===== src/rtl/uart_rx_buffer.sv =====
// 8N1 UART receiver with a small first-word-fall-through byte FIFO.
// The receiver runs continuously; the FIFO head is popped with rd_en.
module uart_rx_buffer #(
    parameter int CLKS_PER_BIT = 5208,
    parameter int FIFO_DEPTH   = 8
) (
    input  logic                          sysclk,
    input  logic                          reset,
    input  logic                          serial_In,
    input  logic                          rd_en,
    output logic [7:0]                    rd_data,
    output logic                          empty,
    output logic                          full,
    output logic [$clog2(FIFO_DEPTH):0]   count,
    output logic                          frame_err,
    output logic                          overrun,
    output logic                          busy
);

    localparam int CW = $clog2(CLKS_PER_BIT);
    localparam int AW = $clog2(FIFO_DEPTH);
    localparam logic [CW-1:0] CNT_LAST  = CW'(CLKS_PER_BIT - 1);
    localparam logic [CW-1:0] HALF_LAST = CW'(CLKS_PER_BIT / 2 - 1);
    localparam logic [AW:0]   DEPTH_CNT = (AW + 1)'(FIFO_DEPTH);

    typedef enum logic [1:0] {
        IDLE,
        START,
        DATA,
        STOP
    } state_t;

    state_t         state, state_n;
    logic [CW-1:0]  cnt, cnt_n;
    logic [2:0]     idx, idx_n;
    logic [7:0]     shreg, shreg_n;
    logic           s1, s2, s3;
    logic           fall;
    logic           push_req;
    logic           ferr_n;
    logic           push;
    logic           pop;
    logic [7:0]     mem [FIFO_DEPTH];
    logic [AW-1:0]  wp, rp;

    // Preset to idle-high so reset release never looks like a start bit
    always_ff @(posedge sysclk or negedge reset) begin
        if (!reset) begin
            s1 <= 1'b1;
            s2 <= 1'b1;
            s3 <= 1'b1;
        end else begin
            s1 <= serial_In;
            s2 <= s1;
            s3 <= s2;
        end
    end

    assign fall = s3 & ~s2;

    always_comb begin
        state_n  = state;
        cnt_n    = cnt + 1'b1;
        idx_n    = idx;
        shreg_n  = shreg;
        push_req = 1'b0;
        ferr_n   = 1'b0;
        unique case (state)
            IDLE: begin
                cnt_n = '0;
                if (fall) state_n = START;
            end
            START: begin
                if (cnt == HALF_LAST) begin
                    cnt_n   = '0;
                    idx_n   = '0;
                    state_n = s2 ? IDLE : DATA;
                end
            end
            DATA: begin
                if (cnt == CNT_LAST) begin
                    cnt_n   = '0;
                    shreg_n = {s2, shreg[7:1]};
                    idx_n   = idx + 3'd1;
                    if (idx == 3'd7) state_n = STOP;
                end
            end
            STOP: begin
                // Leave at mid-stop-bit so the next start edge is not missed
                if (cnt == CNT_LAST) begin
                    cnt_n    = '0;
                    state_n  = IDLE;
                    push_req = s2;
                    ferr_n   = ~s2;
                end
            end
            default: state_n = IDLE;
        endcase
    end

    always_ff @(posedge sysclk or negedge reset) begin
        if (!reset) begin
            state <= IDLE;
            cnt   <= '0;
            idx   <= '0;
            shreg <= '0;
        end else begin
            state <= state_n;
            cnt   <= cnt_n;
            idx   <= idx_n;
            shreg <= shreg_n;
        end
    end

    // A same-cycle pop frees a slot, so a full FIFO can still accept
    assign pop  = rd_en & ~empty;
    assign push = push_req & (~full | pop);

    always_ff @(posedge sysclk) begin
        if (push) mem[wp] <= shreg;
    end

    always_ff @(posedge sysclk or negedge reset) begin
        if (!reset) begin
            wp        <= '0;
            rp        <= '0;
            count     <= '0;
            frame_err <= 1'b0;
            overrun   <= 1'b0;
        end else begin
            if (push) wp <= wp + 1'b1;
            if (pop)  rp <= rp + 1'b1;
            if (push && !pop)      count <= count + 1'b1;
            else if (!push && pop) count <= count - 1'b1;
            frame_err <= ferr_n;
            overrun   <= push_req & ~push;
        end
    end

    assign empty   = (count == '0);
    assign full    = (count == DEPTH_CNT);
    assign rd_data = empty ? 8'h00 : mem[rp];
    assign busy    = (state != IDLE);

endmodule


===== config.mk =====
export PLATFORM = sky130hd
export DESIGN_NAME = uart_rx_buffer
export DESIGN_NICKNAME = d
export VERILOG_FILES = /design/src/rtl/uart_rx_buffer.sv
export SDC_FILE = /design/constraint.sdc
export NUM_CORES = 1
export LEC_CHECK = 0
export CORE_MARGIN = 10
export CORE_UTILIZATION = 64
export DETAILED_ROUTE_END_ITERATION = 8
export PLACE_DENSITY = 0.91
export RECOVER_POWER = 25
export SETUP_SLACK_MARGIN = 0.4
export SLEW_MARGIN = 30
export SYNTH_ARGS = -nofsm -noshare
export SYNTH_HDL_FRONTEND = slang
export SYNTH_SLANG_ARGS = --single-unit

===== constraint.sdc =====
create_clock -name sysclk -period 5.7 [get_ports sysclk]
set_input_delay 1.14 -clock sysclk [delete_from_list [all_inputs] [get_ports sysclk]]
set_output_delay 1.14 -clock sysclk [all_outputs]
set_load 0.1 [all_outputs]

==> reports/summary.txt <==
DR vias/cell - 6.06
Leakage dissipation - 2.03 nW
EDFF count, synth - 64
Peak supply drop - 239 uV
Distinct cells, synth - 47
Std cell rows - 30
Status - finished, final reports clean
Final Hold Vio Count - 0
Unrepaired setup endpoints after global routing - false
H-tree levels - 3
Startpoint Class - register
Number of setup buffers added after CTS - 0
Core area - 6870 sq um
Max-slew violations - 0
Fin Clk Skew - 0.0146 ns
Clock root cell - clkbuf_8
Port buffer count - 20
Top-area cell type share of the netlist area - 0.422
Detailed Route WL - 7920 um
Final setup fails - 0
# IOs - 21
Largest net degree at the start of global routing - 42
DRC viols - 0
Share of layout cells above drive strength 1 - 0.196
Post-Syn Instances - 293
Num CTS Buffers - 9
Vias post-DR - 2498
Synth area leaders - edfxtp_1 42%, dfrtp_1 21%, mux4_2 7.9%, mux2_2 2.5%, nor2_1 2.5%
Critical path arrival - 2.92 ns
Clock transition at the registers of the reported paths - 0.10 ns
CTS resizes - 0
Worst skew pair latency - 0.35 ns
Max-cap violations - 0
GP Congestion - 0.793
Post-Syn Nets - 306
Vias in the first global route - 2534
Area Growth Syn to Fin - 9.85%
Grt total ovfl - 0
Initial antenna violation count - 0
Core Util, Final - 0.728
Die Width - 104 um
Antenna Nets Post-Route - 0
Drt first pass iters - 5
Worst Path Required - 4.56 ns
Critical-path maximum fanout - 18
Die area - 10900 sq um
Final Critical Period - 4.06 ns
Crit Path Category - reg -> out
Tcrit/Tclk final - 0.713
Seq/Total Area, Yosys - 0.649
Max Root-Sink Buffers - 2
First-pass GRT wire length - 13200 um
Nets - 324
Die span in y - 104 um
Slew Limit Headroom - 0.324
HP Class - reg -> reg
Syn_area_per_cell - 15.5 sq um
TNS Setup - 0 ns
Post-Syn Area - 4550 sq um
Crit end category - output pin
TritonCTS clock tree - done
Max Freq - 246 MHz
Pwr Density - 364 nW/um^2
Post-DP HPWL - 5430 um
WHS - 0.377 ns
Hold Buf Count CTS - 0
Initial Utilization - 0.662
Post-synth top flop - edfxtp_1
Wirelength per Cell - 19.2 um
Synth Register Bits - 105
Synth warn - 0
Antenna diodes - 0
Clk sinks - 105
Worst Tran Pin Value - 1.01 ns
Commonest non-fill, non-tap cell in the layout - edfxtp_1
Ys async rst share - 0.390
Post-synth top area cell - edfxtp_1
Gr usage total - 0.150
First DRT Iteration DRCs - 175
Most frequent cells in the layout - 64 x edfxtp_1, 37 x dfrtp_1, 30 x nor2_1
-- cell type report --
cell class	instances	area, sq um
timing repair buffer	20	198
tap	96	120
clock buffer	10	128
inverter	4	15.0
multi-input combinational	171	1530
fill	395	1870
sequential	105	2950
clock inverter	6	50.0
-- synth_stat cells, types with 4 or more instances --
master,count
and3_1,5
buf_2,5
dfrtp_1,38
edfxtp_1,64
ha_1,8
inv_1,4
mux2_2,10
mux2i_1,9
mux4_2,16
nand2_1,8
nand2b_1,4
nand3_1,13
nand3b_1,4
nor2_1,30
nor3_1,9
xnor2_1,10
xor2_1,7
-- logic make-up (layout without fill, tap and decap cells) --
| kind of cell | after synthesis | in the layout | share of synthesized area |
|---|---|---|---|
| flip-flops | 105 | 105 | 0.649 |
| adder cells (fa/ha/maj) | 9 | 9 | 0.0264 |
| AO/OA/AOI/OAI | 15 | 15 | 0.0267 |
| multiplexers | 36 | 36 | 0.127 |
| buffers and inverters | 17 | 40 | 0.0195 |
| AND/OR/NAND/NOR | 94 | 94 | 0.119 |
| XOR/XNOR | 17 | 17 | 0.0327 |
-- critical path, stage by stage, from the launching register on --
cell and delay (ns):
dfrtp_1 0.84, mux4_2 0.35, mux2i_1 0.07, nor2_1 0.14, clkdlybuf4s50_1 1.16
-- metal layers --
layer	GRT usage	part of all wire	up-vias
met3	0.0489	0.065	10
met5	0	0	-
met2	0.248	0.52	90
met1	0.180	0.41	1256
met4	0.0507	0.014	0
li1	-	-	1142
-- path summary, 6_finish.rpt --
kind	start	to	slack (ns)	cells after the start
worst max register to register	count[1]	count[3]	2.44	8
worst min register to register	s1	s2	0.38	0
worst min-delay path	s1	s2	0.38	0
max in group asynchronous	reset	rp[0]	4.57	1
worst max-delay path	rp[1]	rd_data[6]	1.64	4
min in group asynchronous	reset	count[1]	0.75	1
-- sequential cells by signal, indices dropped and copies added, names as in the netlist, 3 cells and up, named ones only --
signal	flops
mem	64
shreg	8
cnt	13
count	4
wp	3
rp	3
idx	3
-- power breakdown --
group / internal [mW] / total, mW / switching [mW]
logic: 0.176 / 0.430 / 0.254
clock network: 0.163 / 0.405 / 0.241
registers: 0.844 / 0.986 / 0.142
-- stage by stage --
| step | total power [mW] | instance area (sq um) | setup WS [ns] | std cells |
|---|---|---|---|---|
| 2_1_floorplan | 1.32 | 4550 | 0.810 | 293 |
| 3_3_place_gp | 1.40 | 4800 | 1.68 | 396 |
| 3_5_place_dp | 1.43 | 4820 | 1.86 | 396 |
| 4_1_cts | 1.84 | 4990 | 1.60 | 412 |
| 5_1_grt | 1.91 | 5000 | 1.50 | 412 |
| 6_report | 1.82 | 5000 | 1.64 | 412 |
No activity file was read; power rests on OpenSTA's default activity.
